==> config.mk <==
export PLATFORM = sky130hd
export DESIGN_NAME = di_host_arbiter_flat
export DESIGN_NICKNAME = d
export VERILOG_FILES = /design/src/rtl/di_host_arbiter_if.sv /design/src/rtl/di_host_arbiter.sv /design/src/flat_wrapper.sv
export SDC_FILE = /design/constraint.sdc
export NUM_CORES = 1
export LEC_CHECK = 0
export ABC_AREA = 1
export CELL_PAD_IN_SITES_DETAIL_PLACEMENT = 1
export CELL_PAD_IN_SITES_GLOBAL_PLACEMENT = 1
export CORE_AREA = 2 2 196 198
export CTS_CLUSTER_DIAMETER = 120
export CTS_CLUSTER_SIZE = 30
export DETAILED_ROUTE_END_ITERATION = 16
export DIE_AREA = 0 0 198 200
export PLACE_DENSITY_LB_ADDON = 0.1
export RECOVER_POWER = 25
export SLEW_MARGIN = 5
export SYNTH_ARGS = -nofsm -noshare
export SYNTH_HDL_FRONTEND = slang
export SYNTH_SLANG_ARGS = --single-unit
==> constraint.sdc <==
create_clock -name ifclk -period 3.9 [get_ports ifclk]
set_input_delay 0.585 -clock ifclk [delete_from_list [all_inputs] [get_ports ifclk]]
set_output_delay 0.585 -clock ifclk [all_outputs]
set_load 0.02 [all_outputs]
==> src/rtl/di_host_arbiter_if.sv <==
// DI host arbiter bus bundle: both host-side DI ports plus the shared slave port.
// The arbiter connects through 'slave'; hosts and the DI slave sit on 'master'.
interface di_host_arbiter_if;
  // host 0 (MicroBlaze)
  logic [15:0] m0_di_term_addr;
  logic [31:0] m0_di_reg_addr;
  logic [31:0] m0_di_len;
  logic [31:0] m0_di_reg_datai;
  logic        m0_di_read_mode;
  logic        m0_di_read_req;
  logic        m0_di_read;
  logic        m0_di_write_mode;
  logic        m0_di_write;
  logic        m0_di_read_rdy;
  logic        m0_di_write_rdy;
  logic [31:0] m0_di_reg_datao;
  logic [15:0] m0_di_transfer_status;
  // host 1 (USB/FX)
  logic [15:0] m1_di_term_addr;
  logic [31:0] m1_di_reg_addr;
  logic [31:0] m1_di_len;
  logic [31:0] m1_di_reg_datai;
  logic        m1_di_read_mode;
  logic        m1_di_read_req;
  logic        m1_di_read;
  logic        m1_di_write_mode;
  logic        m1_di_write;
  logic        m1_di_read_rdy;
  logic        m1_di_write_rdy;
  logic [31:0] m1_di_reg_datao;
  logic [15:0] m1_di_transfer_status;
  // shared DI slave port
  logic [15:0] di_term_addr;
  logic [31:0] di_reg_addr;
  logic [31:0] di_len;
  logic [31:0] di_reg_datai;
  logic        di_read_mode;
  logic        di_read_req;
  logic        di_read;
  logic        di_write_mode;
  logic        di_write;
  logic        di_read_rdy;
  logic        di_write_rdy;
  logic [31:0] di_reg_datao;
  logic [15:0] di_transfer_status;

  modport slave (
    input  m0_di_term_addr, m0_di_reg_addr, m0_di_len, m0_di_reg_datai,
           m0_di_read_mode, m0_di_read_req, m0_di_read, m0_di_write_mode, m0_di_write,
           m1_di_term_addr, m1_di_reg_addr, m1_di_len, m1_di_reg_datai,
           m1_di_read_mode, m1_di_read_req, m1_di_read, m1_di_write_mode, m1_di_write,
           di_read_rdy, di_write_rdy, di_reg_datao, di_transfer_status,
    output m0_di_read_rdy, m0_di_write_rdy, m0_di_reg_datao, m0_di_transfer_status,
           m1_di_read_rdy, m1_di_write_rdy, m1_di_reg_datao, m1_di_transfer_status,
           di_term_addr, di_reg_addr, di_len, di_reg_datai,
           di_read_mode, di_read_req, di_read, di_write_mode, di_write
  );

  modport master (
    output m0_di_term_addr, m0_di_reg_addr, m0_di_len, m0_di_reg_datai,
           m0_di_read_mode, m0_di_read_req, m0_di_read, m0_di_write_mode, m0_di_write,
           m1_di_term_addr, m1_di_reg_addr, m1_di_len, m1_di_reg_datai,
           m1_di_read_mode, m1_di_read_req, m1_di_read, m1_di_write_mode, m1_di_write,
           di_read_rdy, di_write_rdy, di_reg_datao, di_transfer_status,
    input  m0_di_read_rdy, m0_di_write_rdy, m0_di_reg_datao, m0_di_transfer_status,
           m1_di_read_rdy, m1_di_write_rdy, m1_di_reg_datao, m1_di_transfer_status,
           di_term_addr, di_reg_addr, di_len, di_reg_datai,
           di_read_mode, di_read_req, di_read, di_write_mode, di_write
  );
endinterface

==> src/rtl/di_host_arbiter.sv <==
// Two-host round-robin arbiter for the DI terminal/register bus.
// Grants whole mode windows, replays read_req pulses seen while a host waited.
// Optional build macro DI_ARB_TIMEOUT_EN: force release of an idle owner after
// TIMEOUT_CYCLES owned cycles without a read/write strobe (sticky timeout_flag).
module di_host_arbiter #(
  parameter int unsigned TIMEOUT_CYCLES = 1024,
  parameter int unsigned TO_W           = 11
) (
  input  logic              ifclk,
  input  logic              reset,
  di_host_arbiter_if.slave  bus,
  output logic [1:0]        grant,
  output logic              timeout_flag
);

  typedef enum logic [1:0] {
    IDLE = 2'b00,
    OWN0 = 2'b01,
    OWN1 = 2'b10
  } state_t;

  state_t      state, state_nxt;
  logic        last;
  logic        pend0, pend1;
  logic        req0, req1;
  logic        to_expire;

  logic [15:0] term_q, mux_term;
  logic [31:0] reg_q, mux_reg;
  logic [31:0] len_q, mux_len;
  logic [31:0] datai_q, mux_datai;
  logic        mux_rmode, mux_rreq, mux_rd, mux_wmode, mux_wr;

  assign req0  = bus.m0_di_read_mode | bus.m0_di_write_mode | bus.m0_di_read_req;
  assign req1  = bus.m1_di_read_mode | bus.m1_di_write_mode | bus.m1_di_read_req;
  assign grant = state;

  // state register
  always_ff @(posedge ifclk or posedge reset) begin
    if (reset) state <= IDLE;
    else       state <= state_nxt;
  end

  // next owner: round-robin on ties, direct hand-over on release
  always_comb begin
    state_nxt = state;
    case (state)
      IDLE: begin
        if (req0 && req1) state_nxt = last ? OWN0 : OWN1;
        else if (req0)    state_nxt = OWN0;
        else if (req1)    state_nxt = OWN1;
      end
      OWN0: if (!req0 || to_expire) state_nxt = req1 ? OWN1 : IDLE;
      OWN1: if (!req1 || to_expire) state_nxt = req0 ? OWN0 : IDLE;
      default: state_nxt = IDLE;
    endcase
  end

  // last winner, updated whenever a new owner is installed
  always_ff @(posedge ifclk or posedge reset) begin
    if (reset) begin
      last <= 1'b1;
    end else if (state_nxt != state) begin
      if (state_nxt == OWN0)      last <= 1'b0;
      else if (state_nxt == OWN1) last <= 1'b1;
    end
  end

  // pending read_req: captured while waiting, consumed in the first owned cycle
  always_ff @(posedge ifclk or posedge reset) begin
    if (reset) begin
      pend0 <= 1'b0;
      pend1 <= 1'b0;
    end else begin
      if (state == OWN0)          pend0 <= 1'b0;
      else if (bus.m0_di_read_req) pend0 <= 1'b1;
      if (state == OWN1)          pend1 <= 1'b0;
      else if (bus.m1_di_read_req) pend1 <= 1'b1;
    end
  end

  // slave-side mux; address/data fall back to the held copy of the last owner when idle
  always_comb begin
    mux_term  = term_q;
    mux_reg   = reg_q;
    mux_len   = len_q;
    mux_datai = datai_q;
    mux_rmode = 1'b0;
    mux_rreq  = 1'b0;
    mux_rd    = 1'b0;
    mux_wmode = 1'b0;
    mux_wr    = 1'b0;
    case (state)
      OWN0: begin
        mux_term  = bus.m0_di_term_addr;
        mux_reg   = bus.m0_di_reg_addr;
        mux_len   = bus.m0_di_len;
        mux_datai = bus.m0_di_reg_datai;
        mux_rmode = bus.m0_di_read_mode;
        mux_rreq  = bus.m0_di_read_req | pend0;
        mux_rd    = bus.m0_di_read;
        mux_wmode = bus.m0_di_write_mode;
        mux_wr    = bus.m0_di_write;
      end
      OWN1: begin
        mux_term  = bus.m1_di_term_addr;
        mux_reg   = bus.m1_di_reg_addr;
        mux_len   = bus.m1_di_len;
        mux_datai = bus.m1_di_reg_datai;
        mux_rmode = bus.m1_di_read_mode;
        mux_rreq  = bus.m1_di_read_req | pend1;
        mux_rd    = bus.m1_di_read;
        mux_wmode = bus.m1_di_write_mode;
        mux_wr    = bus.m1_di_write;
      end
      default: ;
    endcase
  end

  // hold registers: track the owner's address/data so idle cycles keep them stable
  // (a plain mux by 'last' would not give zero outputs out of reset)
  always_ff @(posedge ifclk or posedge reset) begin
    if (reset) begin
      term_q  <= '0;
      reg_q   <= '0;
      len_q   <= '0;
      datai_q <= '0;
    end else if (state != IDLE) begin
      term_q  <= mux_term;
      reg_q   <= mux_reg;
      len_q   <= mux_len;
      datai_q <= mux_datai;
    end
  end

  assign bus.di_term_addr  = mux_term;
  assign bus.di_reg_addr   = mux_reg;
  assign bus.di_len        = mux_len;
  assign bus.di_reg_datai  = mux_datai;
  assign bus.di_read_mode  = mux_rmode;
  assign bus.di_read_req   = mux_rreq;
  assign bus.di_read       = mux_rd;
  assign bus.di_write_mode = mux_wmode;
  assign bus.di_write      = mux_wr;

  assign bus.m0_di_read_rdy        = (state == OWN0) & bus.di_read_rdy;
  assign bus.m0_di_write_rdy       = (state == OWN0) & bus.di_write_rdy;
  assign bus.m1_di_read_rdy        = (state == OWN1) & bus.di_read_rdy;
  assign bus.m1_di_write_rdy       = (state == OWN1) & bus.di_write_rdy;
  assign bus.m0_di_reg_datao       = bus.di_reg_datao;
  assign bus.m1_di_reg_datao       = bus.di_reg_datao;
  assign bus.m0_di_transfer_status = bus.di_transfer_status;
  assign bus.m1_di_transfer_status = bus.di_transfer_status;

`ifdef DI_ARB_TIMEOUT_EN
  logic [TO_W-1:0] to_cnt;
  logic            owner_strobe;

  assign owner_strobe = ((state == OWN0) && (bus.m0_di_read || bus.m0_di_write)) ||
                        ((state == OWN1) && (bus.m1_di_read || bus.m1_di_write));
  assign to_expire    = (state != IDLE) && !owner_strobe &&
                        (to_cnt == TO_W'(TIMEOUT_CYCLES - 1));

  // idle-owner counter: restarts on owner change or any owner strobe
  always_ff @(posedge ifclk or posedge reset) begin
    if (reset)                                               to_cnt <= '0;
    else if (state_nxt != state || owner_strobe || state == IDLE) to_cnt <= '0;
    else                                                     to_cnt <= to_cnt + TO_W'(1);
  end

  // sticky timeout indication
  always_ff @(posedge ifclk or posedge reset) begin
    if (reset)          timeout_flag <= 1'b0;
    else if (to_expire) timeout_flag <= 1'b1;
  end
`else
  assign to_expire    = 1'b0;
  assign timeout_flag = 1'b0;
`endif

endmodule

==> src/flat_wrapper.sv <==
// flat-port wrapper written by rule: the top's interface ports become plain ports
module di_host_arbiter_flat 
#(
  parameter int unsigned TIMEOUT_CYCLES = 1024,
  parameter int unsigned TO_W           = 11
)
  (ifclk, reset, grant, timeout_flag, bus_m0_di_term_addr, bus_m0_di_reg_addr, bus_m0_di_len, bus_m0_di_reg_datai, bus_m0_di_read_mode, bus_m0_di_read_req, bus_m0_di_read, bus_m0_di_write_mode, bus_m0_di_write, bus_m1_di_term_addr, bus_m1_di_reg_addr, bus_m1_di_len, bus_m1_di_reg_datai, bus_m1_di_read_mode, bus_m1_di_read_req, bus_m1_di_read, bus_m1_di_write_mode, bus_m1_di_write, bus_di_read_rdy, bus_di_write_rdy, bus_di_reg_datao, bus_di_transfer_status, bus_m0_di_read_rdy, bus_m0_di_write_rdy, bus_m0_di_reg_datao, bus_m0_di_transfer_status, bus_m1_di_read_rdy, bus_m1_di_write_rdy, bus_m1_di_reg_datao, bus_m1_di_transfer_status, bus_di_term_addr, bus_di_reg_addr, bus_di_len, bus_di_reg_datai, bus_di_read_mode, bus_di_read_req, bus_di_read, bus_di_write_mode, bus_di_write);
  di_host_arbiter_if bus_i ();
  input  logic ifclk;
  input  logic reset;
  output logic [1:0] grant;
  output logic timeout_flag;
  input wire logic [$bits(bus_i.m0_di_term_addr)-1:0] bus_m0_di_term_addr;
  input wire logic [$bits(bus_i.m0_di_reg_addr)-1:0] bus_m0_di_reg_addr;
  input wire logic [$bits(bus_i.m0_di_len)-1:0] bus_m0_di_len;
  input wire logic [$bits(bus_i.m0_di_reg_datai)-1:0] bus_m0_di_reg_datai;
  input wire logic [$bits(bus_i.m0_di_read_mode)-1:0] bus_m0_di_read_mode;
  input wire logic [$bits(bus_i.m0_di_read_req)-1:0] bus_m0_di_read_req;
  input wire logic [$bits(bus_i.m0_di_read)-1:0] bus_m0_di_read;
  input wire logic [$bits(bus_i.m0_di_write_mode)-1:0] bus_m0_di_write_mode;
  input wire logic [$bits(bus_i.m0_di_write)-1:0] bus_m0_di_write;
  input wire logic [$bits(bus_i.m1_di_term_addr)-1:0] bus_m1_di_term_addr;
  input wire logic [$bits(bus_i.m1_di_reg_addr)-1:0] bus_m1_di_reg_addr;
  input wire logic [$bits(bus_i.m1_di_len)-1:0] bus_m1_di_len;
  input wire logic [$bits(bus_i.m1_di_reg_datai)-1:0] bus_m1_di_reg_datai;
  input wire logic [$bits(bus_i.m1_di_read_mode)-1:0] bus_m1_di_read_mode;
  input wire logic [$bits(bus_i.m1_di_read_req)-1:0] bus_m1_di_read_req;
  input wire logic [$bits(bus_i.m1_di_read)-1:0] bus_m1_di_read;
  input wire logic [$bits(bus_i.m1_di_write_mode)-1:0] bus_m1_di_write_mode;
  input wire logic [$bits(bus_i.m1_di_write)-1:0] bus_m1_di_write;
  input wire logic [$bits(bus_i.di_read_rdy)-1:0] bus_di_read_rdy;
  input wire logic [$bits(bus_i.di_write_rdy)-1:0] bus_di_write_rdy;
  input wire logic [$bits(bus_i.di_reg_datao)-1:0] bus_di_reg_datao;
  input wire logic [$bits(bus_i.di_transfer_status)-1:0] bus_di_transfer_status;
  output wire logic [$bits(bus_i.m0_di_read_rdy)-1:0] bus_m0_di_read_rdy;
  output wire logic [$bits(bus_i.m0_di_write_rdy)-1:0] bus_m0_di_write_rdy;
  output wire logic [$bits(bus_i.m0_di_reg_datao)-1:0] bus_m0_di_reg_datao;
  output wire logic [$bits(bus_i.m0_di_transfer_status)-1:0] bus_m0_di_transfer_status;
  output wire logic [$bits(bus_i.m1_di_read_rdy)-1:0] bus_m1_di_read_rdy;
  output wire logic [$bits(bus_i.m1_di_write_rdy)-1:0] bus_m1_di_write_rdy;
  output wire logic [$bits(bus_i.m1_di_reg_datao)-1:0] bus_m1_di_reg_datao;
  output wire logic [$bits(bus_i.m1_di_transfer_status)-1:0] bus_m1_di_transfer_status;
  output wire logic [$bits(bus_i.di_term_addr)-1:0] bus_di_term_addr;
  output wire logic [$bits(bus_i.di_reg_addr)-1:0] bus_di_reg_addr;
  output wire logic [$bits(bus_i.di_len)-1:0] bus_di_len;
  output wire logic [$bits(bus_i.di_reg_datai)-1:0] bus_di_reg_datai;
  output wire logic [$bits(bus_i.di_read_mode)-1:0] bus_di_read_mode;
  output wire logic [$bits(bus_i.di_read_req)-1:0] bus_di_read_req;
  output wire logic [$bits(bus_i.di_read)-1:0] bus_di_read;
  output wire logic [$bits(bus_i.di_write_mode)-1:0] bus_di_write_mode;
  output wire logic [$bits(bus_i.di_write)-1:0] bus_di_write;
  assign bus_i.m0_di_term_addr = bus_m0_di_term_addr;
  assign bus_i.m0_di_reg_addr = bus_m0_di_reg_addr;
  assign bus_i.m0_di_len = bus_m0_di_len;
  assign bus_i.m0_di_reg_datai = bus_m0_di_reg_datai;
  assign bus_i.m0_di_read_mode = bus_m0_di_read_mode;
  assign bus_i.m0_di_read_req = bus_m0_di_read_req;
  assign bus_i.m0_di_read = bus_m0_di_read;
  assign bus_i.m0_di_write_mode = bus_m0_di_write_mode;
  assign bus_i.m0_di_write = bus_m0_di_write;
  assign bus_i.m1_di_term_addr = bus_m1_di_term_addr;
  assign bus_i.m1_di_reg_addr = bus_m1_di_reg_addr;
  assign bus_i.m1_di_len = bus_m1_di_len;
  assign bus_i.m1_di_reg_datai = bus_m1_di_reg_datai;
  assign bus_i.m1_di_read_mode = bus_m1_di_read_mode;
  assign bus_i.m1_di_read_req = bus_m1_di_read_req;
  assign bus_i.m1_di_read = bus_m1_di_read;
  assign bus_i.m1_di_write_mode = bus_m1_di_write_mode;
  assign bus_i.m1_di_write = bus_m1_di_write;
  assign bus_i.di_read_rdy = bus_di_read_rdy;
  assign bus_i.di_write_rdy = bus_di_write_rdy;
  assign bus_i.di_reg_datao = bus_di_reg_datao;
  assign bus_i.di_transfer_status = bus_di_transfer_status;
  assign bus_m0_di_read_rdy = bus_i.m0_di_read_rdy;
  assign bus_m0_di_write_rdy = bus_i.m0_di_write_rdy;
  assign bus_m0_di_reg_datao = bus_i.m0_di_reg_datao;
  assign bus_m0_di_transfer_status = bus_i.m0_di_transfer_status;
  assign bus_m1_di_read_rdy = bus_i.m1_di_read_rdy;
  assign bus_m1_di_write_rdy = bus_i.m1_di_write_rdy;
  assign bus_m1_di_reg_datao = bus_i.m1_di_reg_datao;
  assign bus_m1_di_transfer_status = bus_i.m1_di_transfer_status;
  assign bus_di_term_addr = bus_i.di_term_addr;
  assign bus_di_reg_addr = bus_i.di_reg_addr;
  assign bus_di_len = bus_i.di_len;
  assign bus_di_reg_datai = bus_i.di_reg_datai;
  assign bus_di_read_mode = bus_i.di_read_mode;
  assign bus_di_read_req = bus_i.di_read_req;
  assign bus_di_read = bus_i.di_read;
  assign bus_di_write_mode = bus_i.di_write_mode;
  assign bus_di_write = bus_i.di_write;
  di_host_arbiter #(.TIMEOUT_CYCLES(TIMEOUT_CYCLES), .TO_W(TO_W)) u_core (.ifclk(ifclk), .reset(reset), .bus(bus_i), .grant(grant), .timeout_flag(timeout_flag));
endmodule
After elaboration in Yosys (flattened, before gate mapping)
Cells that the tools add are included.

Register bits: 117. Input bits: 286. Output and inout bits: 220. Word-level logic and storage cells: 54.

Equal/unequal tests: 5. Multiplexer cells: 24. Bitwise logic cells: 10. Reduce and logical (&&, ||, !) cells: 7.

Operators by type and width (number): 32-bit one-hot mux with 2 select lines (3); 16-bit one-hot mux with 2 select lines (1); 2-bit 2-to-1 mux (7); 1-bit one-hot mux with 2 select lines (5); 2-bit nonzero test (4); 1-bit 2-to-1 mux (7); 1-bit bitwise OR (6); 2-bit one-hot mux with 3 select lines (1); 1-bit bitwise AND (4); 2-bit by 1-bit equality test with 1-bit output (second input constant) (2); 2-bit equality test (second input constant) (2); 2-bit logical NOT (1); 2-bit inequality test (1); 2-bit AND reduction (1); 1-bit logical AND (1).

Depth between registers and ports, before layout
Depth in word-level cells: 9. Depth in mapped cells: 13. Depth with buffers taken out: 13.

Worst setup path before layout
Ideal clock, no wire load.

Path kind: reg2out. Start point: reg u_core.state[0] (netlist: u_core.grant[0]). End point: out bus_di_len[14]. Arrival time: 1823 ps. Required time: 3315 ps. Setup slack: 1492 ps. Stages on the path, launching flop included: 8. Buffers on the path: 2. Cell sequence: dfrtp_1 -> inv_1 -> ha_1 -> inv_2 -> buf_2 -> buf_2 -> a21oi_1 -> a22oi_1.

Cells in the longest elaborated chain, start to end: 2. Elaborated cells on any way between the ends: 3. Those cells by class: eq/ne: 2; mux: 1.

RTL lines: from (decl) (line di_host_arbiter.sv:22) `state_t state, state_nxt;`; from (signal assigned) (line di_host_arbiter.sv:41) `else state <= state_nxt;`; 2-bit equality test or 2-bit by 1-bit equality test with 1-bit output (tied branches) (line di_host_arbiter.sv:93) `case (state)`; 32-bit one-hot mux with 2 select lines (*) (line di_host_arbiter.sv:93); to (decl) (line flat_wrapper.sv:45) `output wire logic [$bits(bus_i.di_len)-1:0] bus_di_len;`.

Mark *: on every way between the ends. The rest lies on a longest branch, timed or not.

Worst setup path after layout
Start point: reg u_core.state[1] (netlist: u_core.grant[1]). End point: out bus_di_len[14].

Same word-level chain as after synthesis.

==> flow_summary.ini <==
[clock_tree]
cts_root_buf = clkbuf_16
clk_pin_slew_ns = 0.06
cts_tree = yes
ctsHtreeMaxLevel = 4
cts_buffers = 17
clkLatencyLatePin_ns = 0.42
cts_hold_buf = 0
max-clock-path-buffers = 2
clkSinkCount = 117

[power_and_ir_drop]
power_frac_comb_pct = 74.1
switchingPower_mw = 7.17
pwr_density_cell_nw_per_um2 = 1210
peakVddDrop_uv = 495
intPower_mw = 7.73
seq_power_share_pct = 13.6
leakage_nw = 5.12
swShare_pct = 48.1
p_total_mw = 14.9
clkPwrFrac_pct = 12.3

[timing]
min_period_ns = 3.70
hold_viol_final = 0
slew_headroom_pct = -48.4
finalSetupViolations = 0
rsz0062_at_grt = no
report.final.slew_viol_count = 42
fin_skew_ns = 0.0101
timing.final.crit_share_pct = 95.0
setup_slack_ns = 0.196
setup_tns_ns = 0
fmax_mhz = 270
worst_slew_pin_slew_ns = 2.21

[routing]
firstDrtPassIters = 4
wire_per_inst_um = 17.2
drt-initial-drc-count = 270
drc = 0
routed_wl_um = 31100
vias_per_cell = 4.30
dr_total_vias = 7770
ant_nets = 0

[floorplan]
initial_utilization_pct = 21.5
num_rows = 71
die_h_um = 200
die_area_um2 = 39600
fp.dieW_um = 198
core_area_um2 = 37400
pin_count = 506

[hold_path]
min_from = u_core.last
hp-class = reg2reg
min_to = u_core.last
min_delay_path_depth = 2

[cells_and_area]
nFillCells = 4422
fin_nets = 1576
area_growth_pct = 52.3
diodes = 0
layout-drive-gt1-share_pct = 11.9

[critical_path]
end_kind = output port
reg2reg_to = u_core.last
crit_required_ns = 3.31
crit_arrival_ns = 3.12
reg2reg_from = u_core.grant[0]
r2r_setup_slack_ns = 1.54
startpoint_type = flip-flop
cp_max_fo = 43
reg2reg_depth = 12
critPathKind = reg2out

[yosys]
synth_warnings = 0
synth.distinct_cells = 24
syn_avg_cell_area_um2 = 7.70
synth_fp_nets = 1338
synthesis.area_um2 = 8060
synth_seq_area_share_pct = 36.4
syn_inst = 1047
synth_seq_cells = 117

[global_routing]
grt_overflow_total = 0
antenna_found_initial = 3
grt_max_degree = 87
grt_pass1_wl_um = 47200
track_usage_pct = 15.5
grt_pass1_vias = 8152

[run]
drv_cap = 1

[placement]
gp_congestion = 0.738
port-buffer-count = 360
hpwl_um = 22400
pre_cts_ws_ns = 0.471

[status]
status = complete, but fails checks
violations = max-capacitance violations, max-slew violations
## registers in the layout (all words and copies together) (netlist names)
signal,cells
u_core.datai_q,32
u_core.len_q,32
u_core.pend1,1
u_core.pend0,1
u_core.last,1
u_core.grant,2
u_core.reg_q,32
u_core.term_q,16
## final cells by class
| type | count | area (um^2) | area share, % |
|---|---|---|---|
| clock buffer | 24 | 502 | 4.09 |
| clock inverter | 8 | 168 | 1.37 |
| inverter | 130 | 520 | 4.24 |
| multi-input combinational | 628 | 3570 | 29.1 |
| sequential | 117 | 2930 | 23.9 |
| tap | 511 | 639 | 5.21 |
| timing repair buffer | 390 | 3930 | 32.0 |
| timing repair inverter | 1 | 8.76 | 0.0714 |
## worst max path at each step
stage,start,to,slack (ns)
floorplan,reset,u_core.datai_q[0],0.22
global placement,u_core.grant[0],bus_di_len[17],0.49
detailed placement,u_core.grant[0],bus_di_len[16],0.47
CTS,u_core.grant[0],bus_di_len[16],0.09
global route,u_core.grant[0],bus_di_reg_datai[26],0.007
finish,u_core.grant[1],bus_di_len[14],0.20
## metrics by stage
step	cells	area, um^2	util, %	hold slack (ns)
after floorplan	1047	8060	-	0.447
after global routing	1809	12300	32.8	0.524
final	1809	12300	32.8	0.475
after detailed placement	1776	11600	30.9	0.473
after CTS	1808	12200	32.7	0.481
after global placement	1776	11600	30.9	0.466
## critical path, stage by stage, from the launching register on
cell             delay [ns]
dfrtp_1                0.50
inv_1                  0.17
ha_1                   0.49
bufinv_16              0.29
buf_4                  0.21
a22oi_1                0.32
clkdlybuf4s50_1        0.70
## layer usage
| metal | global-route usage, % | up-vias | share of wire [%] |
|---|---|---|---|
| met3 | 6.45 | 26 | 9.6 |
| li1 | - | 3831 | - |
| met2 | 24.5 | 270 | 45 |
| met4 | 4.40 | 6 | 0.97 |
| met1 | 19.4 | 3637 | 44 |
| met5 | 0 | - | 0.13 |
## Yosys cell counts
master,instances,area [um^2]
nand2_4,1,11.3
dfrtp_1,116,2900
buf_1,5,18.8
clkbuf_4,1,7.51
a22oi_1,32,240
clkbuf_1,11,41.3
o21ai_0,6,30.0
ha_1,5,62.6
nor2_1,7,26.3
nand3_1,12,60.1
conb_1,1,3.75
buf_4,100,751
nand2_1,256,961
dfstp_2,1,26.3
a22oi_2,79,988
a21oi_1,117,586
nand3_2,1,10.0
a21oi_2,1,8.76
buf_2,55,275
inv_2,4,15.0
inv_1,126,473
o21ai_1,107,536
nor2_4,1,11.3
nand2_2,2,12.5
## power groups by stage
stage          Sequential (mW)  Clock [mW]  Combinational (mW)
6_report                  2.02        1.83                11.0
5_1_grt                   2.09        1.95                12.2
4_1_cts                   2.03        1.90                11.2
3_5_place_dp              2.05           0                11.1
3_3_place_gp              2.03           0                11.1
2_1_floorplan             2.01           0                6.82
## what timing repair did
| action | in CTS | in global routing |
|---|---|---|
| endpoints found under the setup margin | 2 | 13 |
| resized for setup | 1 | 2 |
| setup buffers | 0 | 0 |
| gates cloned | 0 | 1 |
## cells by family (layout without fill, tap and decap cells)
family / after synthesis / count (layout) / synth area share, %
AO/OA/AOI/OAI: 342 / 342 / 29.6
adder cells (fa/ha/maj): 5 / 5 / 0.776
buffers and inverters: 302 / 553 / 19.6
flip-flops: 117 / 117 / 36.4
other: 1 / 1 / 0.0465
AND/OR/NAND/NOR: 280 / 280 / 13.6
## cells in the final DEF (no fill, tap or decap), types with 2 or more instances in the layout
cell             Yosys  final
nor2_1               7      7
bufinv_16            0      6
nand2_1            256    256
buf_12               0      8
a22oi_2             79     79
o21ai_1            107    107
inv_2                4      2
ha_1                 5      3
ha_4                 0      2
inv_6                0      2
nand2_2              2      2
nand3_1             12     12
inv_1              126    125
a22oi_1             32     32
clkbuf_16            0     17
clkdlybuf4s50_1      0    359
clkbuf_1            11      2
buf_4              100     21
clkbuf_8             0      5
a21oi_1            117    117
o21ai_0              6      6
clkinv_2             0      2
dfrtp_1            116    116
Power figures use the tool's default switching activity.
